==> src/rtl/serial_add_ctrl.sv <==
// Bit-serial adder: one full_adder cell stepped LSB first over WIDTH cycles.
// Optional signed-overflow output enabled by defining SERIAL_ADD_OVF_EN.
module full_adder (
  input  logic A,
  input  logic B,
  input  logic C_in,
  output logic S,
  output logic C_out
);
  assign S     = A ^ B ^ C_in;
  assign C_out = (A & B) | (C_in & (A ^ B));
endmodule

module serial_add_ctrl #(
  parameter int WIDTH = 8
) (
  input  logic             clk,
  input  logic             rst_n,
  input  logic             start,
  input  logic [WIDTH-1:0] a,
  input  logic [WIDTH-1:0] b,
  input  logic             c_in,
  output logic             busy,
  output logic             done,
  output logic [WIDTH-1:0] sum,
`ifdef SERIAL_ADD_OVF_EN
  output logic             ovf,
`endif
  output logic             c_out
);
  localparam int CW = $clog2(WIDTH) + 1;
  localparam logic [CW-1:0] LAST = CW'(WIDTH - 1);

  typedef enum logic [1:0] {
    IDLE = 2'd0,
    RUN  = 2'd1,
    DONE = 2'd2
  } state_t;

  state_t           state;
  logic [WIDTH-1:0] a_sr;
  logic [WIDTH-1:0] b_sr;
  logic             carry;
  logic [CW-1:0]    cnt;
  logic             fa_s;
  logic             fa_co;

  full_adder u_fa (
    .A     (a_sr[0]),
    .B     (b_sr[0]),
    .C_in  (carry),
    .S     (fa_s),
    .C_out (fa_co)
  );

  always_ff @(posedge clk) begin
    if (!rst_n) begin
      state <= IDLE;
      a_sr  <= '0;
      b_sr  <= '0;
      carry <= 1'b0;
      cnt   <= '0;
      busy  <= 1'b0;
      done  <= 1'b0;
      sum   <= '0;
      c_out <= 1'b0;
`ifdef SERIAL_ADD_OVF_EN
      ovf   <= 1'b0;
`endif
    end else begin
      unique case (state)
        IDLE: begin
          if (start) begin
            a_sr  <= a;
            b_sr  <= b;
            carry <= c_in;
            cnt   <= '0;
            sum   <= '0;
            c_out <= 1'b0;
`ifdef SERIAL_ADD_OVF_EN
            ovf   <= 1'b0;
`endif
            busy  <= 1'b1;
            state <= RUN;
          end
        end
        RUN: begin
          a_sr  <= a_sr >> 1;
          b_sr  <= b_sr >> 1;
          sum   <= {fa_s, sum[WIDTH-1:1]};
          carry <= fa_co;
          cnt   <= cnt + 1'b1;
          if (cnt == LAST) begin
            // carry still holds the carry into the MSB here
            c_out <= fa_co;
`ifdef SERIAL_ADD_OVF_EN
            ovf   <= carry ^ fa_co;
`endif
            busy  <= 1'b0;
            done  <= 1'b1;
            state <= DONE;
          end
        end
        DONE: begin
          done  <= 1'b0;
          state <= IDLE;
        end
        default: begin
          busy  <= 1'b0;
          done  <= 1'b0;
          state <= IDLE;
        end
      endcase
    end
  end
endmodule

==> config.mk <==
export PLATFORM = sky130hd
export DESIGN_NAME = serial_add_ctrl
export DESIGN_NICKNAME = d
export VERILOG_FILES = /design/src/rtl/serial_add_ctrl.sv
export SDC_FILE = /design/constraint.sdc
export NUM_CORES = 1
export LEC_CHECK = 0
export CAP_MARGIN = 20
export CORE_ASPECT_RATIO = 1.25
export CORE_MARGIN = 2
export CORE_UTILIZATION = 50
export DETAILED_ROUTE_END_ITERATION = 8
export PLACE_DENSITY = 0.78
export SLEW_MARGIN = 20
export SYNTH_ARGS = -nofsm -noshare
export SYNTH_HDL_FRONTEND = slang
export SYNTH_SLANG_ARGS = --single-unit
==> constraint.sdc <==
create_clock -name clk -period 1.7 [get_ports clk]
set_input_delay 0.34 -clock clk [delete_from_list [all_inputs] [get_ports clk]]
set_output_delay 0.34 -clock clk [all_outputs]
set_load 0.05 [all_outputs]
[Word-level counts from Yosys, hierarchy flattened]
Index checks and enable logic that the tools add are counted.
Word-level totals
  register bits after elaboration: 34
  output and inout bits: 11
  latch bits: 0
  bits in read-only memories: 0
  memories kept: 0
  bits of input ports: 20
  word-level logic and storage cells: 50
  bits in writable memories: 0
Operators by class
  $lt $le $gt $ge: 0
  muxes and demuxes: 21
  div/mod/pow operators: 0
  reductions and logical operators: 7
  shift operators: 0
  bitwise operators: 7
  equality and inequality tests: 5
  multipliers: 0
  $add $sub $neg: 1
Operator list (count)
  $pmux 8 s2: 3
  $mux 8: 3
  $pmux 4 s2: 1
  $mux 1: 6
  $pmux 1 s2: 3
  $reduce_and 2->1: 3
  $reduce_and 3->1: 2
  $add 4x1->4 const B: 1
  $eq 4x3->1 const B: 1
  $mux 2: 2
  $mux 4: 1
  $ne 2x2->1 const B: 2
  $pmux 2 s2: 1
  $pmux 1 s3: 1
  $and 1x1->1: 2
  $eq 2x1->1 const B: 1
  $eq 2x2->1 const B: 1
  $logic_not 2->1: 1
  $not 1->1: 2
  $reduce_bool 2->1: 1
  $xor 1x1->1: 2
  $or 1x1->1: 1

[Logic depth before layout (Yosys ltp)]
  depth in word-level cells: 5
  depth in mapped cells: 6
  depth with buffers taken out: 4

[Hierarchy]
Synthesis repeated with hierarchy kept, for this count alone.
Unflattened totals
  cell total of the unflattened synthesis: 166
  area, all modules: 1556.5 µm²
By module, submodules not included
  serial_add_ctrl: area an instance 1536.5 µm², instances 1, seq. area each 680.7 µm², cells an instance 165
  full_adder: area an instance 20.0 µm², instances 1, seq. area each 0.0 µm², cells an instance 1

[Least setup slack after synthesis]
No wires, ideal clock.
  path kind: reg-to-reg
  start: register b_sr[0]
  end: register carry
  required time: 1605 ps
  setup time: 95 ps
  path buffers: 0
  slack: 437 ps
  cell stages (with the launch flop): 5
  arrival time: 1168 ps
  period minus slack after synthesis: 1263 ps
  cell sequence: dfxtp_1 -> inv_1 -> fa_1 -> o21a_1 -> a221oi_1
Between the ends
  cells in the longest elaborated chain, start to end: 4
  elaborated cells between the ends (all ways): 5
  classes of those cells: mux: 1; bitwise: 4
RTL lines
  start, declared: line 42  | logic [WIDTH-1:0] b_sr;
  start signal, assigned: line 89  | b_sr <= b_sr >> 1;
  $xor 1x1->1: line 11  | assign C_out = (A & B) | (C_in & (A ^ B));
  $and 1x1->1: line 11
  $or 1x1->1 (*): line 11
  $pmux 1 s2 (*): line 71  | unique case (state)
  end signal, assigned: line 76  | carry <= c_in;
  end signal, assigned: line 91  | carry <= fa_co;
  end, declared: line 43  | logic carry;
Mark *: on every way between the ends. The rest lies on a longest branch, timed or not.
A chain may end at the register's enable or synchronous reset.

[Worst setup path in the final report]
  start: register state[1]
  end: register b_sr[3]
Between the ends
  cells in the longest elaborated chain, start to end: 3
  elaborated cells between the ends (all ways): 6
  classes of those cells: eq/ne: 2; mux: 1; reduce/logical: 3
RTL lines
  start, declared: line 40  | state_t state;
  start signal, assigned: line 58  | state <= IDLE;
  start signal, assigned: line 84  | state <= RUN;
  start signal, assigned: line 101  | state <= DONE;
  $eq 2x1->1 or $logic_not 2->1 (tied branches): line 71
  $reduce_bool 2->1 (no line) or $ne 2x2->1 (tied branches)
  $reduce_and 2->1 (no line)
Parallel ways exist; a longest one is shown, timed or not.

==> impl_metrics.toml <==
[power_and_ir_drop]
ir_drop_v = 0.000504
p_leak_nw = 0.756
power_density_nw_per_um2 = 797

[finish]
stdcell_count = 239
final_util_pct = 65.2
nNetsFinal = 225
drive_above_1_share_pct = 21.2
area_delta_synth_final_pct = 24.6
fillers = 247
diodes = 0

[setup_path]
start_kind = "register"
crit_fanout = 15
cp-end-kind = "register"
cp.required_ns = 1.92
path_class = "reg2reg"
rrSetupSlack_ns = 0.26
arrival_ns = 1.66

[synth]
ys_ff_latch = 34
synth_fp_nets = 190
synthFlopType = "dfxtp_1"
synth_edf_count = 0
yosysWarnings = 0
postSynthCellCount = 168
syn_area_per_cell_um2 = 9.18
syn-cell-area_um2 = 1540
synthArstFlopShare_pct = 0
ys_types = 38
seq_area_frac_synth_pct = 44.2

[sta]
setup_viol = 0
slew_headroom_pct = 69.2
post-route-period-util_pct = 84.9
finalHoldViolCount = 0
tns_ns = 0
drv_slew = 0
rsz0062_at_grt = "false"
min_period_ns = 1.44
worstMarginPinSlew_ns = 0.462
fmax_ghz = 0.693
clock_skew_ns = 0.00571

[floorplanning]
dieArea_um2 = 3550
start_util_pct = 52.3
io_pins = 31
die_x_um = 53.7
die_h_um = 66.1
coreArea_um2 = 2950
fp-row-count = 22

[status]
outcome = "completed"

[grt]
grt_max_degree = 20
grt_pass1_wl_um = 6050
grt_usage_pct = 23.1
grt_pass1_vias = 1413
antenna_found_initial = 0
gr-total-overflow = 0

[routing]
wl_met1_um = 1470
highest_layer = "met4"
drtIter0Drc = 33
met2_length_um = 1870
dr.pass1.iters = 4
met3WireLength_um = 154
viasPerCell = 6.01
wl_per_cell_um = 15.0
routed_wl_um = 3590
drc_errors = 0
vias = 1437
postRouteAntennaNets = 0

[clocking]
cts_tree = "yes"
cts_buffer_depth = 2
cts.sinks = 34
cts_hold_buf = 0
cts.repair.resized = 0
clk_latency_ns = 0.33
htreeDepth = 2
numCtsBuffers = 5
clkTransAtPathRegs_ns = 0.10
postCtsSetupRepairBufs = 0
cts_root_buf = "clkbuf_4"

[place]
place_inst = 232
hpwl_um = 2680
place.gp.congestion = 0.756
numPortBuffers = 30

[flow_run]
cap_violations = 0

[min_path]
hold_path_class = "reg2reg"
==> per-layer routing <==
metal / vias to the layer above / GRT usage, %
met5: - / 0
met4: 0 / 9.29
met3: 10 / 5.66
met2: 40 / 42.2
met1: 694 / 24.1
li1: 693 / -
==> path summary, 6_finish.rpt <==
check	from	to	cells after the start
min	done	done	2
max reg2reg	state[1]	b_sr[3]	4
min reg2reg	done	done	2
max	state[1]	b_sr[3]	4
==> synthesized netlist by cell type, types with 2 or more instances <==
| master | count | share of area, % |
|---|---|---|
| a22oi_1 | 8 | 3.9 |
| inv_1 | 7 | 1.7 |
| o221ai_1 | 12 | 6.8 |
| or3b_2 | 10 | 5.7 |
| nand2_1 | 4 | 0.97 |
| a21oi_1 | 16 | 5.2 |
| nor2b_1 | 2 | 0.81 |
| o22ai_1 | 3 | 1.2 |
| nand2b_1 | 2 | 0.81 |
| a22o_1 | 2 | 1.1 |
| buf_2 | 7 | 2.3 |
| dfxtp_1 | 34 | 44 |
| nor2_1 | 15 | 3.7 |
| buf_6 | 2 | 1.5 |
| o21ai_0 | 13 | 4.2 |
| clkbuf_1 | 5 | 1.2 |
| a32o_1 | 2 | 1.3 |
| nand3_1 | 3 | 0.97 |
| a211oi_1 | 2 | 0.97 |
==> area by class of cell <==
| class | instances | area (um^2) | area share [%] |
|---|---|---|---|
| Multi-Input combinational cell | 112 | 751 | 39.1 |
| Sequential cell | 34 | 681 | 35.4 |
| Timing Repair Buffer | 43 | 370 | 19.3 |
| Tap cell | 36 | 45.0 | 2.35 |
| Clock buffer | 5 | 37.5 | 1.95 |
| Inverter | 7 | 26.3 | 1.37 |
| Clock inverter | 2 | 10.0 | 0.521 |
==> power by group <==
group	internal, W	total [W]	switching, W	leakage, nW
logic	0.000129	0.000251	0.000123	0.446
registers	0.000840	0.000877	0.0000370	0.279
clock network	0.000149	0.000403	0.000254	0.0308
total	0.00112	0.00153	0.000414	0.756
==> stage by stage <==
step                      total power [W]  instance area (um^2)  worst slack [ns]  hold slack [ns]
after floorplan                   0.00105                  1540             0.437            0.466
after global placement            0.00113                  1870           -0.0170            0.454
after detailed placement          0.00115                  1870           -0.0677            0.470
after CTS                         0.00155                  1920             0.267            0.495
after global routing              0.00161                  1920             0.137            0.532
final                             0.00153                  1920             0.257            0.493
==> worst max-delay path, stage by stage (launching register included) <==
cell and delay [ns]:
dfxtp_1 0.46, buf_4 0.23, or3b_2 0.45, o21ai_0 0.10, a21oi_1 0.09
==> cells by family (layout without fill, tap and decap cells) <==
| family | count (synthesis) | in the layout | synth area share (%) |
|---|---|---|---|
| compound gates | 67 | 67 | 29.7 |
| fa+ha+maj | 2 | 2 | 2.11 |
| buf+inv | 22 | 57 | 7.14 |
| flops | 34 | 34 | 44.2 |
| simple gates | 43 | 43 | 16.9 |
==> cells in the final DEF, fill, tap and decap left out, types with 2 or more instances in the layout <==
cell and count:
a211oi_1 2, a21oi_1 16, a22o_1 2, a22oi_1 8
a32o_1 2, buf_4 24, clkbuf_4 5, clkdlybuf4s50_1 19
clkinv_2 2, dfxtp_1 34, inv_1 7, nand2_1 4
nand2b_1 2, nand3_1 3, nor2_1 15, nor2b_1 2
o21ai_0 13, o221ai_1 12, o22ai_1 3, or3b_2 10
==> sequential cells by signal (all words and copies together) (netlist names) <==
name   count
a_sr       8
b_sr       8
busy       1
c_out      1
carry      1
cnt        4
done       1
state      2
sum        8
Power figures use the tool's default switching activity.
